===== src/rtl/inst_mem_loader_pkg.sv =====
// Shared data-path definitions for the instruction-memory loader:
// word geometry and the loader FSM encoding.
package inst_mem_loader_pkg;
  localparam int WORD_BYTES = 4;
  localparam int IDX_W      = $clog2(WORD_BYTES);

  typedef enum logic [1:0] {
    IDLE  = 2'd0,
    RECV  = 2'd1,
    WRITE = 2'd2,
    DONE  = 2'd3
  } ld_state_t;
endpackage


===== src/rtl/inst_mem_loader_if.sv =====
// Byte-stream input and instruction-memory write port of the loader.
// The slave side is the loader; the master side is stream source plus memory.
interface inst_mem_loader_if;
  logic        in_valid;
  logic [7:0]  in_data;
  logic        in_ready;
  logic        mem_we;
  logic [31:0] mem_addr;
  logic [31:0] mem_wdata;

  modport master (
    output in_valid, in_data,
    input  in_ready, mem_we, mem_addr, mem_wdata
  );

  modport slave (
    input  in_valid, in_data,
    output in_ready, mem_we, mem_addr, mem_wdata
  );
endinterface


===== src/rtl/inst_mem_loader_byte_packer.sv =====
// Big-endian byte-to-word assembler: lane idx 0 lands in the top byte.
// word_full flags the byte that completes the word.
module byte_packer
  import inst_mem_loader_pkg::*;
(
  input  logic                  clk,
  input  logic                  reset,
  input  logic                  en,
  input  logic [IDX_W-1:0]      idx,
  input  logic [7:0]            din,
  output logic [8*WORD_BYTES-1:0] word,
  output logic                  word_full
);
  assign word_full = en && (idx == IDX_W'(WORD_BYTES-1));

  always_ff @(posedge clk or negedge reset) begin
    if (!reset) begin
      word <= '0;
    end else begin
      for (int i = 0; i < WORD_BYTES; i++)
        if (en && idx == IDX_W'(i)) word[8*(WORD_BYTES-1-i) +: 8] <= din;
    end
  end
endmodule


===== src/rtl/inst_mem_loader.sv =====
// Streams bytes into 32-bit words and writes them to instruction memory
// starting at BASE_ADDR; oversize requests are rejected with a sticky error.
module inst_mem_loader
  import inst_mem_loader_pkg::*;
#(
  parameter logic [31:0] BASE_ADDR   = 32'd0,
  parameter int          DEPTH_WORDS = 64
) (
  input  logic               clk,
  input  logic               reset,
  input  logic               start,
  input  logic [15:0]        num_words,
  inst_mem_loader_if.slave   bus,
  output logic               busy,
  output logic               done,
  output logic               error
);
  localparam logic [16:0] DEPTH_LIM = 17'(DEPTH_WORDS);

  ld_state_t        state, nxt;
  logic [15:0]      cnt;
  logic [31:0]      addr;
  logic [IDX_W-1:0] byte_idx;
  logic             accept, word_full, too_big, zero_len;

  assign accept   = bus.in_valid && (state == RECV);
  assign too_big  = {1'b0, num_words} > DEPTH_LIM;
  assign zero_len = (num_words == 16'd0);
  assign bus.mem_addr = addr;

  byte_packer u_pack (
    .clk       (clk),
    .reset     (reset),
    .en        (accept),
    .idx       (byte_idx),
    .din       (bus.in_data),
    .word      (bus.mem_wdata),
    .word_full (word_full)
  );

  always_comb begin
    nxt          = state;
    bus.in_ready = 1'b0;
    bus.mem_we   = 1'b0;
    busy         = 1'b0;
    done         = 1'b0;
    case (state)
      IDLE: if (start) begin
        if (zero_len)      nxt = DONE;
        else if (!too_big) nxt = RECV;
      end
      RECV: begin
        bus.in_ready = 1'b1;
        busy         = 1'b1;
        if (word_full) nxt = WRITE;
      end
      WRITE: begin
        bus.mem_we = 1'b1;
        busy       = 1'b1;
        nxt        = (cnt == 16'd1) ? DONE : RECV;
      end
      DONE: begin
        busy = 1'b1;
        done = 1'b1;
        nxt  = IDLE;
      end
      default: nxt = IDLE;
    endcase
  end

  always_ff @(posedge clk or negedge reset) begin
    if (!reset) state <= IDLE;
    else        state <= nxt;
  end

  always_ff @(posedge clk or negedge reset) begin
    if (!reset) begin
      cnt      <= '0;
      addr     <= BASE_ADDR;
      byte_idx <= '0;
      error    <= 1'b0;
    end else begin
      // a zero-length start is still an accepted start, so it clears error
      if (state == IDLE && start) begin
        if (zero_len) begin
          error <= 1'b0;
        end else if (too_big) begin
          error <= 1'b1;
        end else begin
          error    <= 1'b0;
          cnt      <= num_words;
          addr     <= BASE_ADDR;
          byte_idx <= '0;
        end
      end
      if (accept) byte_idx <= byte_idx + 1'b1;
      if (state == WRITE) begin
        addr <= addr + 32'd4;
        cnt  <= cnt - 16'd1;
      end
    end
  end
endmodule


===== src/flat_wrapper.sv =====
// flat-port wrapper written by rule: the top's interface ports become plain ports
module inst_mem_loader_flat import inst_mem_loader_pkg::*;
#(
  parameter logic [31:0] BASE_ADDR   = 32'd0,
  parameter int          DEPTH_WORDS = 64
)
  (clk, reset, start, num_words, busy, done, error, bus_in_valid, bus_in_data, bus_in_ready, bus_mem_we, bus_mem_addr, bus_mem_wdata);
  inst_mem_loader_if bus_i ();
  input  logic clk;
  input  logic reset;
  input  logic start;
  input  logic [15:0] num_words;
  output logic busy;
  output logic done;
  output logic error;
  input wire logic [$bits(bus_i.in_valid)-1:0] bus_in_valid;
  input wire logic [$bits(bus_i.in_data)-1:0] bus_in_data;
  output wire logic [$bits(bus_i.in_ready)-1:0] bus_in_ready;
  output wire logic [$bits(bus_i.mem_we)-1:0] bus_mem_we;
  output wire logic [$bits(bus_i.mem_addr)-1:0] bus_mem_addr;
  output wire logic [$bits(bus_i.mem_wdata)-1:0] bus_mem_wdata;
  assign bus_i.in_valid = bus_in_valid;
  assign bus_i.in_data = bus_in_data;
  assign bus_in_ready = bus_i.in_ready;
  assign bus_mem_we = bus_i.mem_we;
  assign bus_mem_addr = bus_i.mem_addr;
  assign bus_mem_wdata = bus_i.mem_wdata;
  inst_mem_loader #(.BASE_ADDR(BASE_ADDR), .DEPTH_WORDS(DEPTH_WORDS)) u_core (.clk(clk), .reset(reset), .start(start), .num_words(num_words), .bus(bus_i), .busy(busy), .done(done), .error(error));
endmodule

===== config.mk =====
export PLATFORM = sky130hd
export DESIGN_NAME = inst_mem_loader_flat
export DESIGN_NICKNAME = d
export VERILOG_FILES = /design/src/rtl/inst_mem_loader_pkg.sv /design/src/rtl/inst_mem_loader_if.sv /design/src/rtl/inst_mem_loader_byte_packer.sv /design/src/rtl/inst_mem_loader.sv /design/src/flat_wrapper.sv
export SDC_FILE = /design/constraint.sdc
export NUM_CORES = 1
export LEC_CHECK = 0
export CAP_MARGIN = 15
export CORE_MARGIN = 4
export CORE_UTILIZATION = 51
export DETAILED_ROUTE_END_ITERATION = 12
export GPL_TIMING_DRIVEN = 0
export PLACE_DENSITY_LB_ADDON = 0.3
export SKIP_CTS_REPAIR_TIMING = 1
export SLEW_MARGIN = 20
export SYNTH_ARGS = -nofsm -noshare
export SYNTH_HDL_FRONTEND = slang
export SYNTH_SLANG_ARGS = --single-unit

===== constraint.sdc =====
create_clock -name clk -period 2.5 [get_ports clk]
set_input_delay 0.25 -clock clk [delete_from_list [all_inputs] [get_ports clk]]
set_output_delay 0.25 -clock clk [all_outputs]
set_load 0.01 [all_outputs]

==> flow_metrics.env, run 1 <==
export IMPL_synthToLayoutAreaGrowth_pct=30.8
export IMPL_die_width_um=99.5
export IMPL_start_util_pct=52.2
export IMPL_worst_pin_slew_ns=0.708
export IMPL_vdd_drop_max_v=0.000694
export IMPL_path_max_fanout=10
export IMPL_rrSetupSlack_ns=0.25
export IMPL_htreeDepth=3
export IMPL_via_count=3561
export IMPL_r2r_end="u_core.bus.mem_addr[12]$_DFFE_PN0P_"
export IMPL_crit_slowest_cell="clkdlybuf4s50_1"
export IMPL_cts_buffers=9
export IMPL_hpwl_um=7670
export IMPL_portBuffers=94
export IMPL_syn_area_um2=4270
export IMPL_power_density_nw_per_um2=902
export IMPL_synth_area_per_cell_um2=10.8
export IMPL_period_share_pct=95.8
export IMPL_total_power_w=0.00503
export IMPL_synth_top_area_share_pct=48.7
export IMPL_ctsLongestPathBuffers=2
export IMPL_core_um2=8180
export IMPL_crit_path_start_kind="register"
export IMPL_cp_slowest_stage_delay_ns=0.59
export IMPL_yosysMostFrequentCell="dfrtp_1"
export IMPL_hp_class="primary input to async pin"
export IMPL_reg2reg_depth=6
export IMPL_synth_flop_cell="dfrtp_1"
export IMPL_syn_inst=394
export IMPL_setup_violations=0
export IMPL_insertion_delay_ns=0.35
export IMPL_cts_tree="built"
export IMPL_path_cells="nand2b_2 -> inv_1 -> buf_2 -> clkdlybuf4s50_1"
export IMPL_cts_sinks=83
export IMPL_dpl_instance_area_um2=5370
export IMPL_fin_nets=535
export IMPL_firstDrtPassIters=4
export IMPL_drt_wl_total_um=10500
export IMPL_maxSlewViolCount=0
export IMPL_grt_pass1_vias=3573
export IMPL_root_buffer="clkbuf_8"
export IMPL_num_rows=33
export IMPL_cp_arrival_ns=2.14
export IMPL_grt_max_degree=51
export IMPL_grt_pass1_wl_um=17300
export IMPL_final_layout_size_suffix_gt1_share_pct=14.7
export IMPL_period_minus_slack_ns=2.39
export IMPL_synthArstFlopShare_pct=100
export IMPL_clk_pin_slew_ns=0.08
export IMPL_synth_top_area_cell="dfrtp_1"
export IMPL_ant_nets=0
export IMPL_num_antenna_cells=0
export IMPL_ys_warn_count=0
export IMPL_rsz0062_at_grt="false"
export IMPL_die_area_um2=9900
export IMPL_pin_count=97
export IMPL_reg2reg_from="u_core.state[1]$_DFFE_PN0P_"
export IMPL_routabilityCongestion=0.850
export IMPL_antenna_found_initial=0
export IMPL_drtIter0Drc=169
export IMPL_criticalPathCategory="register to output pin"
export IMPL_die_y_um=99.5
export IMPL_drc=0
export IMPL_skew_ns=0.00987
export IMPL_synth_area_top_cells="dfrtp_1, mux2_2, mux2i_1"
export IMPL_fmax_ghz=0.418
export IMPL_hold_viol_final=0
export IMPL_postLayoutCellArea_um2=5580
export IMPL_slew_headroom_pct=52.3
export IMPL_ys_seq_area_share_pct=48.7
export IMPL_synth_edf_count=0
export IMPL_status="complete, no violations"
export IMPL_critPathRequiredTime_ns=2.25
export IMPL_yosysUniqueCellTypes=59
export IMPL_synth_common_cells="dfrtp_1, mux2_2, nand2_1"
export IMPL_via_per_inst=5.84
export IMPL_routedWlPerCell_um=17.2
export IMPL_synth_ff_latch_count=83
export IMPL_grt_usage_pct=21.9
export IMPL_crit_path_end_kind="output pin"
export IMPL_max_cap_violations=0
export IMPL_leakage_nw=2.28
export IMPL_gr_total_overflow=0
-- cell families (layout without fill, tap and decap cells) --
family | count (synthesis) | in the layout | synth area share (%)
AND/OR/NAND/NOR | 154 | 154 | 21.4
flip-flops | 83 | 83 | 48.7
AO/OA/AOI/OAI | 68 | 68 | 11.4
multiplexers | 48 | 48 | 12.3
buffers and inverters | 27 | 137 | 2.84
adder cells (fa/ha/maj) | 7 | 7 | 2.05
XOR/XNOR | 6 | 6 | 1.23
other | 1 | 2 | 0.0879
-- registers in the layout, indices dropped and copies added (netlist names) --
| name | flops |
|---|---|
| u_core.cnt | 16 |
| u_core.error | 1 |
| u_core.byte_idx | 2 |
| u_core.bus.mem_addr | 30 |
| u_core.u_pack.word | 32 |
| u_core.state | 2 |
-- stage by stage --
| stage | utilization [%] | hold WS [ns] | worst slack [ns] | setup TNS, ns | instances |
|---|---|---|---|---|---|
| 6_report | 68.3 | 0.391 | 0.106 | 0 | 610 |
| 5_1_grt | 68.3 | 0.438 | 0.00139 | 0 | 610 |
| 4_1_cts | 68.2 | -0.152 | -0.361 | -0.361 | 611 |
| 3_5_place_dp | 65.7 | 0.228 | -0.161 | -2.57 | 595 |
| 3_3_place_gp | 65.4 | 0.462 | -1.84 | -154.17 | 594 |
| 2_1_floorplan | - | -0.0456 | 0.555 | 0 | 395 |
-- cells in the final DEF, fill, tap and decap left out, drive strengths merged, types with 6 or more instances in the layout --
cell / count
mux2: 35
dfrtp: 83
o31ai: 10
nand3: 16
ha: 7
clkdlybuf4s50: 93
inv: 9
mux2i: 13
o21ai: 24
buf: 11
clkbuf: 18
nor4: 8
and4: 6
or3: 12
nand2b: 7
nand4: 16
nor2: 21
nand2: 23
nor3: 17
-- layer usage --
metal	up-vias	wire length [um]	global-route usage, %
met5	-	0	0
met4	0	175	7.98
met3	17	932	7.99
met2	122	5060	34.9
met1	1737	4350	27.5
li1	1685	-	-
-- critical path, delay by kind of cell (launching register included) --
family                 cells  cell delay [ns]
buffers and inverters      3             0.98
flip-flops                 1             0.49
AND/OR/NAND/NOR            1             0.32
-- how the worst max path moves through the flow --
stage / start / to / slack [ns] / cells past startpoint
5_1_grt: u_core.state[0]$_DFFE_PN0P_ / bus_mem_we / 0.001 / 4
6_report: u_core.state[0]$_DFFE_PN0P_ / bus_mem_we / 0.11 / 4
3_5_place_dp: num_words[9] / u_core.bus.mem_addr[14]$_DFFE_PN0P_ / -0.16 / 6
4_1_cts: u_core.state[0]$_DFFE_PN0P_ / bus_mem_we / -0.36 / 6
2_1_floorplan: u_core.state[0]$_DFFE_PN0P_ / u_core.cnt[5]$_DFFE_PN0P_ / 0.55 / 5
3_3_place_gp: reset / u_core.u_pack.word[17]$_DFFE_PN0P_ / -1.84 / 1
-- power breakdown --
part / switching (W) / leakage, nW / internal [W]
clock network: 0.000482 / 0.103 / 0.000561
registers: 0.000316 / 0.927 / 0.00173
logic: 0.000839 / 1.25 / 0.00110
total: 0.00164 / 2.28 / 0.00340
-- layout make-up --
cell class / instances / area [um^2]
Sequential cell: 83 / 2080
Buffer: 16 / 81.3
Inverter: 9 / 33.8
Fill cell: 635 / 2590
Clock inverter: 5 / 77.6
Timing Repair Buffer: 96 / 976
Clock buffer: 11 / 131
Multi-Input combinational cell: 285 / 2080
Tap cell: 105 / 131
(Power assumes the default switching activity.)
==> run 2, diff against run 1 <==
--- a/config.mk
+++ b/config.mk
@@ -6,13 +6,11 @@
 export NUM_CORES = 1
 export LEC_CHECK = 0
 export CAP_MARGIN = 15
-export CORE_MARGIN = 4
 export CORE_UTILIZATION = 51
 export DETAILED_ROUTE_END_ITERATION = 12
 export GPL_TIMING_DRIVEN = 0
 export PLACE_DENSITY_LB_ADDON = 0.3
 export SKIP_CTS_REPAIR_TIMING = 1
-export SLEW_MARGIN = 20
 export SYNTH_ARGS = -nofsm -noshare
 export SYNTH_HDL_FRONTEND = slang
 export SYNTH_SLANG_ARGS = --single-unit
==> run 2 against run 1 <==
  * Setup slack improved by 0.026 ns
  * Register-to-register slack worse by 0.10 ns
  * Non-clock buffer count did not move
  * Global-route usage up 3.7 points
  * Largest power group unchanged
  * Power down 0.68%
  * First-iteration DRC count is 9.5% higher
  * Clock power about the same
  * Clock skew down 0.00061 ns
  * Hold slack worse by 0.092 ns
  * Core utilization decreased by 0.092 points
  * Maximum frequency increased by 1.1%
  * Sequential share of layout area rose by 0.073 points
==> flow_metrics.env, run 2 (synthesis gave the netlist of run 1 again) <==
export IMPL_status="complete, no violations"
export IMPL_skew_ns=0.00925
export IMPL_die_y_um=93.5
export IMPL_leakage_nw=2.28
export IMPL_cts_buffers=9
export IMPL_path_max_fanout=10
export IMPL_ctsLongestPathBuffers=2
export IMPL_fin_nets=535
export IMPL_crit_path_end_kind="output pin"
export IMPL_fmax_ghz=0.422
export IMPL_hp_class="primary input to async pin"
export IMPL_hpwl_um=7460
export IMPL_crit_family="buffers and inverters"
export IMPL_cts_tree="built"
export IMPL_rrSetupSlack_ns=0.15
export IMPL_htreeDepth=3
export IMPL_crit_slowest_cell="clkdlybuf4s50_1"
export IMPL_cp_arrival_ns=2.12
export IMPL_fin_hold_ws_ns=0.298
export IMPL_ant_nets=0
export IMPL_portBuffers=94
export IMPL_routedWlPerCell_um=16.7
export IMPL_criticalPathCategory="register to output pin"
export IMPL_worst_pin_slew_ns=0.704
export IMPL_die_width_um=93.5
export IMPL_antenna_found_initial=0
export IMPL_rsz0062_at_grt="false"
export IMPL_cts_sinks=83
export IMPL_period_share_pct=94.7
export IMPL_fillers=640
export IMPL_clk_pin_slew_ns=0.09
export IMPL_drtIter0Drc=185
export IMPL_slew_headroom_pct=52.7
export IMPL_largest_reg_flops=32
export IMPL_die_area_um2=8740
export IMPL_grt_pass1_vias=3488
export IMPL_grt_pass1_wl_um=17200
export IMPL_final_cell_mix="clkdlybuf4s50_1, dfrtp_1, mux2_2"
export IMPL_largest_register="u_core.u_pack.word"
export IMPL_via_per_inst=5.81
export IMPL_final_common_cell="clkdlybuf4s50_1"
export IMPL_grt_max_degree=66
export IMPL_critPathRequiredTime_ns=2.25
export IMPL_start_util_pct=52.2
export IMPL_num_rows=33
export IMPL_max_cap_violations=0
export IMPL_drt_wl_total_um=10200
export IMPL_postLayoutCellArea_um2=5580
export IMPL_cp_num_buf_inv=3
export IMPL_crit_path_start_kind="register"
export IMPL_maxSlewViolCount=0
export IMPL_vdd_drop_max_v=0.000657
export IMPL_root_buffer="clkbuf_8"
export IMPL_hold_viol_final=0
export IMPL_pin_count=97
export IMPL_grt_usage_pct=25.7
export IMPL_synthToLayoutAreaGrowth_pct=30.7
export IMPL_period_minus_slack_ns=2.37
export IMPL_power_density_nw_per_um2=897
export IMPL_path_cells="nand2b_1 -> inv_1 -> clkbuf_4 -> clkdlybuf4s50_1"
export IMPL_setup_violations=0
export IMPL_routabilityCongestion=0.821
export IMPL_reg2reg_from="u_core.state[1]$_DFFE_PN0P_"
export IMPL_insertion_delay_ns=0.37
export IMPL_cp_slowest_stage_delay_ns=0.56
export IMPL_drc=0
export IMPL_r2r_end="u_core.cnt[14]$_DFFE_PN0P_"
export IMPL_core_um2=8180
export IMPL_gr_total_overflow=0
export IMPL_reg2reg_depth=6
export IMPL_dpl_instance_area_um2=5370
export IMPL_firstDrtPassIters=4
export IMPL_final_layout_size_suffix_gt1_share_pct=14.9
export IMPL_via_count=3545
export IMPL_num_antenna_cells=0
run 2: stage by stage:
| step | util [%] | setup TNS (ns) | std cells | setup slack [ns] | power, W |
|---|---|---|---|---|---|
| 3_5_place_dp | 65.7 | -1.98 | 595 | -0.139 | 0.00402 |
| 2_1_floorplan | - | 0 | 395 | 0.555 | 0.00299 |
| 4_1_cts | 68.1 | -0.350 | 611 | -0.350 | 0.00503 |
| 5_1_grt | 68.2 | 0 | 610 | 0.0255 | 0.00530 |
| 6_report | 68.2 | 0 | 610 | 0.132 | 0.00500 |
| 3_3_place_gp | 65.4 | -150.88 | 594 | -1.81 | 0.00393 |
run 2: worst reg2reg max path, cell delays in order (launching register included):
cell and delay (ns):
dfrtp_1 0.36, buf_2 0.17, nor3b_2 0.35, nand4b_2 0.37, nor3_4 0.56, buf_4 0.29, o21ai_0 0.12
run 2: layer usage:
| metal | up-vias | GRT usage (%) | wire length, um |
|---|---|---|---|
| met5 | - | 0 | 0 |
| met4 | 0 | 8.59 | 182 |
| met3 | 16 | 9.27 | 758 |
| met2 | 117 | 40.7 | 4980 |
| met1 | 1728 | 32.5 | 4270 |
| li1 | 1684 | - | - |
run 2: worst max-delay path by stage:
stage,start,endpoint,slack (ns),cells after the start
final,u_core.state[0]$_DFFE_PN0P_,bus_mem_we,0.13,4
after global routing,u_core.state[1]$_DFFE_PN0P_,u_core.cnt[14]$_DFFE_PN0P_,0.03,6
after CTS,u_core.state[0]$_DFFE_PN0P_,bus_mem_we,-0.35,6
after detailed placement,num_words[14],u_core.cnt[14]$_DFFE_PN0P_,-0.14,6
after global placement,reset,u_core.u_pack.word[12]$_DFFE_PN0P_,-1.81,1
after floorplan,u_core.state[0]$_DFFE_PN0P_,u_core.cnt[5]$_DFFE_PN0P_,0.55,5
run 2: cell type report:
class | instances | area [um^2] | area share [%]
multi-input cells | 285 | 2070 | 37.2
clock inverters | 6 | 72.6 | 1.30
well taps | 105 | 131 | 2.36
plain buffers | 16 | 83.8 | 1.50
inverters | 9 | 33.8 | 0.606
flip-flops and latches | 83 | 2080 | 37.3
clock buffers | 10 | 128 | 2.29
repair buffers | 96 | 976 | 17.5
run 2: report_power, final:
| group | internal (W) | total (W) | switching, W |
|---|---|---|---|
| clock network | 0.000476 | 0.00101 | 0.000531 |
| logic | 0.00110 | 0.00194 | 0.000833 |
| registers | 0.00173 | 0.00206 | 0.000322 |
| total | 0.00331 | 0.00500 | 0.00169 |
